[src/rtl/step_arb_pkg.sv]
// Shared types for the step/direction source arbiter.
// Latency: n/a (types and a combinational helper only).
// Backpressure: n/a.
//
// Contents:
//   state_e     - arbiter FSM states (values pinned to legacy localparams)
//   prio_t      - {valid, index} result of a lowest-set-bit search
//   lowest_set  - lowest set bit of a request vector of up to 32 bits
package step_arb_pkg;

    localparam logic [1:0] ST_IDLE  = 2'd0;
    localparam logic [1:0] ST_SETUP = 2'd1;
    localparam logic [1:0] ST_RUN   = 2'd2;
    localparam logic [1:0] ST_DRAIN = 2'd3;

    typedef enum logic [1:0] {
        IDLE  = ST_IDLE,
        SETUP = ST_SETUP,
        RUN   = ST_RUN,
        DRAIN = ST_DRAIN
    } state_e;

    // Widest request vector the helper can search.
    localparam int unsigned PRIO_MAX_SRC = 32;

    typedef struct packed {
        logic       vld;
        logic [4:0] idx;
    } prio_t;

    // Index 0 is highest priority, so scan downwards and let the lowest
    // set bit overwrite any higher one.
    function automatic prio_t lowest_set(input logic [PRIO_MAX_SRC-1:0] v);
        prio_t r;
        r.vld = 1'b0;
        r.idx = 5'd0;
        for (int i = PRIO_MAX_SRC - 1; i >= 0; i--) begin
            if (v[i]) begin
                r.vld = 1'b1;
                r.idx = 5'(i);
            end
        end
        return r;
    endfunction

endpackage

[src/rtl/step_prio_enc.sv]
// Fixed-priority encoder: lowest set request bit wins (bit 0 highest).
// Latency: combinational, zero cycles.
// Backpressure: none; pure function of en.
//
// Ports:
//   en  [N-1:0]  request vector (N <= 32)
//   idx [IW-1:0] index of the lowest set bit (0 when vld is low)
//   vld          any request bit set
module step_prio_enc
    import step_arb_pkg::*;
#(
    parameter int unsigned N  = 2,
    parameter int unsigned IW = (N > 1) ? $clog2(N) : 1
) (
    input  logic [N-1:0]  en,
    output logic [IW-1:0] idx,
    output logic          vld
);

    prio_t res;

    assign res = lowest_set(PRIO_MAX_SRC'(en));
    assign vld = res.vld;
    assign idx = IW'(res.idx);

endmodule

[src/rtl/step_source_arbiter.sv]
// Selects which step/direction source drives the motor outputs, with clean pulse handover and direction setup.
// Latency: 1 cycle input-to-output in RUN; first pulse no earlier than 1 + DIR_SETUP_CYC cycles after a request.
// Backpressure: none; sources are never stalled, pulses from non-granted or masked sources are simply dropped.
//
// Ports:
//   clk, rst         clock, synchronous active-high reset
//   src_en[N]        per-source request, index 0 highest priority
//   src_dir[N]       per-source direction (1 = forward)
//   src_pulse[N]     per-source step pulse
//   freq_pulse       registered arbitrated step pulse
//   direc            registered arbitrated direction
//   grant[N]         one-hot owner of the outputs, 0 when idle
//   busy             high whenever the arbiter is not idle
//   pos_clr, pos_count (only with STEP_ARB_POS_COUNT_EN defined):
//                    clear input and signed 32-bit step position counter
module step_source_arbiter
    import step_arb_pkg::*;
#(
    parameter int unsigned NUM_SRC       = 2,
    parameter int unsigned DIR_SETUP_CYC = 4,
    parameter int unsigned DRAIN_MAX_CYC = 64
) (
    input  logic               clk,
    input  logic               rst,
    input  logic [NUM_SRC-1:0] src_en,
    input  logic [NUM_SRC-1:0] src_dir,
    input  logic [NUM_SRC-1:0] src_pulse,
    output logic               freq_pulse,
    output logic               direc,
    output logic [NUM_SRC-1:0] grant,
    output logic               busy
`ifdef STEP_ARB_POS_COUNT_EN
    ,
    input  logic               pos_clr,
    output logic signed [31:0] pos_count
`endif
);

    localparam int unsigned IW      = $clog2(NUM_SRC);
    localparam int unsigned CNT_MAX = (DIR_SETUP_CYC > DRAIN_MAX_CYC) ? DIR_SETUP_CYC : DRAIN_MAX_CYC;
    localparam int unsigned CW      = $clog2(CNT_MAX + 1);

    localparam logic [CW-1:0] SETUP_LOAD = CW'(DIR_SETUP_CYC - 1);
    localparam logic [CW-1:0] DRAIN_LAST = CW'(DRAIN_MAX_CYC - 1);
    localparam logic [CW-1:0] CNT_ONE    = CW'(1);

    state_e               state;
    logic [IW-1:0]        gidx;
    logic [CW-1:0]        cnt;
    logic [CW-1:0]        dcnt;
    logic                 armed;

    logic [IW-1:0]        sel_idx;
    logic                 sel_vld;
    logic                 sel_same;
    logic                 src_g;
    logic                 dir_g;
    logic                 do_load;
    logic [NUM_SRC-1:0]   sel_onehot;

    step_prio_enc #(
        .N  (NUM_SRC),
        .IW (IW)
    ) u_prio (
        .en  (src_en),
        .idx (sel_idx),
        .vld (sel_vld)
    );

    // Losing the request and being preempted look the same here: either
    // way the current owner is no longer the winner.
    assign sel_same   = sel_vld && (sel_idx == gidx);
    assign src_g      = src_pulse[gidx];
    assign dir_g      = src_dir[gidx];
    assign sel_onehot = {{(NUM_SRC-1){1'b0}}, 1'b1} << sel_idx;

    // A new owner is only loaded once no pulse is on the output.
    assign do_load = sel_vld && ((state == IDLE) || ((state == DRAIN) && !freq_pulse));

    assign busy = (state != IDLE);

    always_ff @(posedge clk) begin
        if (rst) begin
            state      <= IDLE;
            gidx       <= '0;
            grant      <= '0;
            direc      <= 1'b0;
            freq_pulse <= 1'b0;
            cnt        <= '0;
            dcnt       <= '0;
            armed      <= 1'b0;
        end else begin
            case (state)
                IDLE: begin
                    freq_pulse <= 1'b0;
                    direc      <= 1'b0;
                    grant      <= '0;
                end
                SETUP: begin
                    freq_pulse <= 1'b0;
                    if (!sel_same) begin
                        state <= DRAIN;
                        dcnt  <= '0;
                    end else if (cnt == '0) begin
                        state <= RUN;
                    end else begin
                        cnt <= cnt - CNT_ONE;
                    end
                end
                RUN: begin
                    // A pulse already high when RUN starts must not be
                    // passed mid-way; wait for it to be seen low first.
                    if (!src_g) begin
                        armed <= 1'b1;
                    end
                    freq_pulse <= src_g & armed;
                    if (!sel_same) begin
                        state <= DRAIN;
                        dcnt  <= '0;
                    end else if ((dir_g != direc) && !freq_pulse) begin
                        // Output is forced low on the edge direc moves so
                        // no pulse can rise together with the new direction.
                        direc      <= dir_g;
                        cnt        <= SETUP_LOAD;
                        armed      <= 1'b0;
                        freq_pulse <= 1'b0;
                        state      <= SETUP;
                    end
                end
                DRAIN: begin
                    if (freq_pulse) begin
                        // Finish the in-flight pulse, bounded in case the
                        // old source is stuck high.
                        if (src_g && (dcnt < DRAIN_LAST)) begin
                            dcnt <= dcnt + CNT_ONE;
                        end else begin
                            freq_pulse <= 1'b0;
                        end
                    end else if (!sel_vld) begin
                        state <= IDLE;
                        grant <= '0;
                        direc <= 1'b0;
                    end
                end
                default: begin
                    state <= IDLE;
                end
            endcase

            if (do_load) begin
                gidx  <= sel_idx;
                grant <= sel_onehot;
                direc <= src_dir[sel_idx];
                cnt   <= SETUP_LOAD;
                armed <= 1'b0;
                state <= SETUP;
            end
        end
    end

`ifdef STEP_ARB_POS_COUNT_EN
    logic fp_d;

    // Counts rising edges of the registered output; direc is stable for
    // the whole pulse, so sampling it one cycle late is safe.
    always_ff @(posedge clk) begin
        if (rst) begin
            fp_d      <= 1'b0;
            pos_count <= '0;
        end else begin
            fp_d <= freq_pulse;
            if (pos_clr) begin
                pos_count <= '0;
            end else if (freq_pulse && !fp_d) begin
                pos_count <= direc ? (pos_count + 32'sd1) : (pos_count - 32'sd1);
            end
        end
    end
`endif

endmodule

[config.mk]
export PLATFORM = sky130hd
export DESIGN_NAME = step_source_arbiter
export DESIGN_NICKNAME = d
export VERILOG_FILES = /design/src/rtl/step_arb_pkg.sv /design/src/rtl/step_prio_enc.sv /design/src/rtl/step_source_arbiter.sv
export SDC_FILE = /design/constraint.sdc
export NUM_CORES = 1
export LEC_CHECK = 0
export CORE_MARGIN = 8
export CORE_UTILIZATION = 45
export DETAILED_ROUTE_END_ITERATION = 10
export PLACE_DENSITY = 0.7
export SKIP_LAST_GASP = 1
export SLEW_MARGIN = 20
export SYNTH_ARGS = -nofsm -noshare
export SYNTH_HDL_FRONTEND = slang
export SYNTH_SLANG_ARGS = --single-unit
[constraint.sdc]
create_clock -name clk -period 2.7 [get_ports clk]
set_input_delay 0.54 -clock clk [delete_from_list [all_inputs] [get_ports clk]]
set_output_delay 0.54 -clock clk [all_outputs]
set_load 0.01 [all_outputs]
==> results.md <==
Setup path:
- The startpoint type of the worst setup path is a flop.
- The worst setup path is captured at an output pin.
- Data arrives at the worst endpoint at 1820 ps.
- The kind of critical path is reg -> out.
- The maximum net fanout on the critical path is 7.
- The data required time of the critical path is roughly 2200 ps.

Placed design:
- Counting tap cells, the placed design contains a total of about 230 instances.
- The post-detailed-placement half-perimeter wirelength is ~2.5 mm.
- The number of buffer cells added on primary ports is 12.
- The final weighted congestion in routability-driven placement is ~0.85.
- In this run the cell area measured after placement is approximately 0.0016 sq mm.

Synth:
- The largest family of logic cells by synthesized area is simple AND/OR/NAND/NOR gates.
- The synthesized cell area is around 0.0014 sq mm.
- In this run, synthesis produced a sequential element count of 22.
- By area the synthesized netlist is led by sky130_fd_sc_hd__dfxtp_1 (31%), sky130_fd_sc_hd__mux2i_1 (6.4%), sky130_fd_sc_hd__ha_1 (6.2%).
- The number of distinct library cell variants in the gate-level netlist after synthesis is 39.
- The synthesized-area fraction occupied by adder cells is 0.0619.
- The number of nets in the synthesized netlist is about 190.
- In the synthesized netlist the async set-or-reset flop fraction comes to 0.
- The compound-gate portion of the synthesized area is 0.243.
- The synthesized instance count is 173.
- Among all flip-flop cells after synthesis, the most frequent one is sky130_fd_sc_hd__dfxtp_1.
- The proportion of netlist area held by the largest area contributor is 0.312.
- Counting flops with a built-in enable in the synthesized netlist gives 0.
- The library cell with the largest summed area after synthesis is sky130_fd_sc_hd__dfxtp_1.
- Of the total synthesized cell area, the portion taken by AND, OR, NAND and NOR gates is 0.264.
- The portion of synthesized area spent on multiplexers is 0.0796.
- Of the total synthesized cell area, the portion taken by XOR and XNOR cells is 0.
- For this run, the number of Yosys warnings is 0.
- The mean instance size in the synthesized netlist is 8.17 sq um.
- The fraction of the yosys area taken by sequential cells is 0.312.

Routing:
- Dividing the detail-routed wire length by the instance count gives between 10 and 15 um.
- The remaining antenna violation count after routing is 0.
- For this block, the initial DRC count from the detailed router was 86.
- The number of vias after detailed routing is ~1,300.
- Summed over all layers, the routed wires come to 3.27 mm.
- The number of iterations in the first detailed-routing pass is 4.
- After detailed routing, the number of remaining DRC violations is 0.
- After detailed routing, the number of vias per cell comes to slightly below 6.

STA:
- Setup repair after global routing left no endpoint under its margin.
- The shortest period the worst path allows is around 2400 ps.
- The final-report setup violation count is 0.
- The measured slew at the worst slew-check pin is ~640 ps.
- The count of endpoints failing hold in the final timing report is 0.
- Static timing analysis puts the maximum clock frequency at about 0.42 GHz.
- Hold is met by 485 ps.
- The largest clock skew in the final design is between 20 and 25 ps.
- The number of max-slew violations in the final report is 0.
- The fraction of the cycle the final worst path needs is 0.876.
- In the final timing run, aggregate negative setup slack is 0 ps.
- The worst pin sits at a relative slew slack of 0.574.

GRT:
- The global routing usage summed across all routing layers is 0.133.
- The total overflow left after global routing is 0.
- The via count of the first global-routing pass was about 1,300.
- The initial antenna violation count is 0.
- Entering global routing, the biggest net connects 13 pins.
- The wire length of the first global-routing pass is approximately 5.8 mm.

Floorplanning:
- The die covers around 0.0052 sq mm.
- The initial utilization of the core area, before any placement, comes to 0.467.
- From left edge to right edge, the die measures between 70 and 80 um.
- 13 I/O pins were placed.
- The core region is between 0.003 and 0.004 sq mm.
- The floorplan has 20 rows.
- In this run the vertical extent of the chip is around 70 um.

CTS:
- The clock net in this run drives a total of 22 sinks.
- The count of H-tree levels built during CTS is 1.
- The longest clock path from root to sink contains 2 buffers.
- The clock-pin slew reported for the worst setup and hold paths after clock tree synthesis is about 140 ps.
- The number of cells upsized or downsized after cts is 0.
- TritonCTS built the clock tree.
- Clock tree synthesis inserted a total of 3 buffers.
- The clock root buffer is sky130_fd_sc_hd__clkbuf_4.
- Buffers inserted to repair hold after CTS numbered 0.
- The post-CTS setup buffer count is 0.
- The clock latency at the later pin of the worst-skew pair is about 330 ps.

Run:
- Across the run, the number of max-cap violations was 0.

Power:
- The design internal power is around 0.82 mW.
- The peak supply drop is 0.000412 V.
- Of the total power, registers draw 0.296.
- Summed over all nets, the switching power comes to 0.621 mW.
- The reported leakage power is between 0.6 and 0.7 nW.
- In this run the power density over the cells is slightly below 900 mW/mm^2.
- The combinational share of power is 0.570.
- The fraction of power spent switching nets is 0.432.
- Of the total power, the clock network draws 0.134.

Final layout:
- The layout overhead on the synthesized area is 16.5%.
- The leading cell type in the layout, fill and taps excluded is sky130_fd_sc_hd__dfxtp_1.
- In the layout the commonest cells are sky130_fd_sc_hd__dfxtp_1 (22), sky130_fd_sc_hd__nor2_1 (16), sky130_fd_sc_hd__a21oi_1 (16).
- For this run, the number of standard cells in the final layout without fillers is 232.
- The post-route cell area is roughly 0.0016 sq mm.
- The number of antenna diodes in the final layout is 0.
- In the final layout, the share of cells above drive strength 1 is 0.0904.
- After the last flow step, the layout net total stands at ~200.

Outcome:
- The run finished with clean final reports.

Min path:
- The min-delay analysis places its worst path in the category reg -> reg.
## worst paths after layout
path / start / end / slack (ps) / cells after the start
setup reg to reg: state[0]$_SDFFE_PP0P_ / dcnt[4]$_SDFFE_PP0P_ / 540 / 6
hold / removal: armed$_SDFFE_PP0P_ / freq_pulse$_SDFF_PP0_ / 490 / 2
hold reg to reg: armed$_SDFFE_PP0P_ / freq_pulse$_SDFF_PP0_ / 490 / 2
setup / recovery: state[0]$_SDFFE_PP0P_ / busy / 340 / 4
## per-stage QoR
stage	setup slack (ps)	power, mW	util
final	335	1.44	0.544
after floorplan	729	1.01	-
after detailed placement	119	1.24	0.532
after CTS	343	1.43	0.544
after global routing	266	1.55	0.544
after global placement	275	1.21	0.532
## area by class of cell
cell class                      instances  area [sq um]
Sequential cell                        22           440
Timing Repair Buffer                   19           173
Inverter                                7          26.3
Multi-Input combinational cell        136           917
Clock buffer                            4          36.3
Fill cell                             270          1380
Tap cell                               44          55.1
## Yosys cell counts, types with 2 or more instances
library cell,number
sky130_fd_sc_hd__nand2_1,9
sky130_fd_sc_hd__and3_1,4
sky130_fd_sc_hd__nand3_1,5
sky130_fd_sc_hd__dfxtp_1,22
sky130_fd_sc_hd__nor2_1,16
sky130_fd_sc_hd__nor3_1,7
sky130_fd_sc_hd__mux2i_1,9
sky130_fd_sc_hd__a211oi_1,3
sky130_fd_sc_hd__nor2b_1,4
sky130_fd_sc_hd__o21ai_0,6
sky130_fd_sc_hd__o211a_1,2
sky130_fd_sc_hd__nand2b_1,13
sky130_fd_sc_hd__o22ai_1,3
sky130_fd_sc_hd__a21oi_1,16
sky130_fd_sc_hd__clkbuf_1,8
sky130_fd_sc_hd__o2bb2ai_1,3
sky130_fd_sc_hd__ha_1,7
sky130_fd_sc_hd__nand3b_1,3
sky130_fd_sc_hd__inv_1,7
sky130_fd_sc_hd__a21boi_0,2
sky130_fd_sc_hd__or3_1,3
sky130_fd_sc_hd__or2_2,2
sky130_fd_sc_hd__o211ai_1,2
sky130_fd_sc_hd__mux2_2,2
## registers in the layout (all words and copies together) (netlist names)
signal,count
cnt,7
dcnt,7
grant,2
state,2
armed,1
direc,1
freq_pulse,1
gidx,1
## power groups by stage
stage                     combinational [mW]  sequential [mW]  clock, mW
after floorplan                        0.586            0.425          0
after detailed placement               0.812            0.432          0
after global placement                 0.781            0.427          0
final                                  0.819            0.426      0.192
after global routing                   0.915            0.434      0.203
after CTS                              0.816            0.425      0.192
## worst max-delay path, stage by stage, from the launching register on
cell and delay (ps):
sky130_fd_sc_hd__dfxtp_1 420, sky130_fd_sc_hd__inv_1 110, sky130_fd_sc_hd__ha_1 290, sky130_fd_sc_hd__inv_1 130, sky130_fd_sc_hd__clkdlybuf4s50_1 550
## cells by family after synthesis
| logic type | Yosys count |
|---|---|
| and+or+nand+nor | 70 |
| DFF | 22 |
| buffers and inverters | 15 |
| adders and majority gates | 7 |
| AOI/OAI and AO/OA | 48 |
| muxes | 11 |
## per-layer routing
layer  wire length (um)  GRT usage  vias up
met5                  0          0        -
met4                 36     0.0680        0
met3                107     0.0207        4
met2               1650      0.228       24
met1               1470      0.156      660
li1                   -          -      661
No activity file was read; power rests on OpenSTA's default activity.
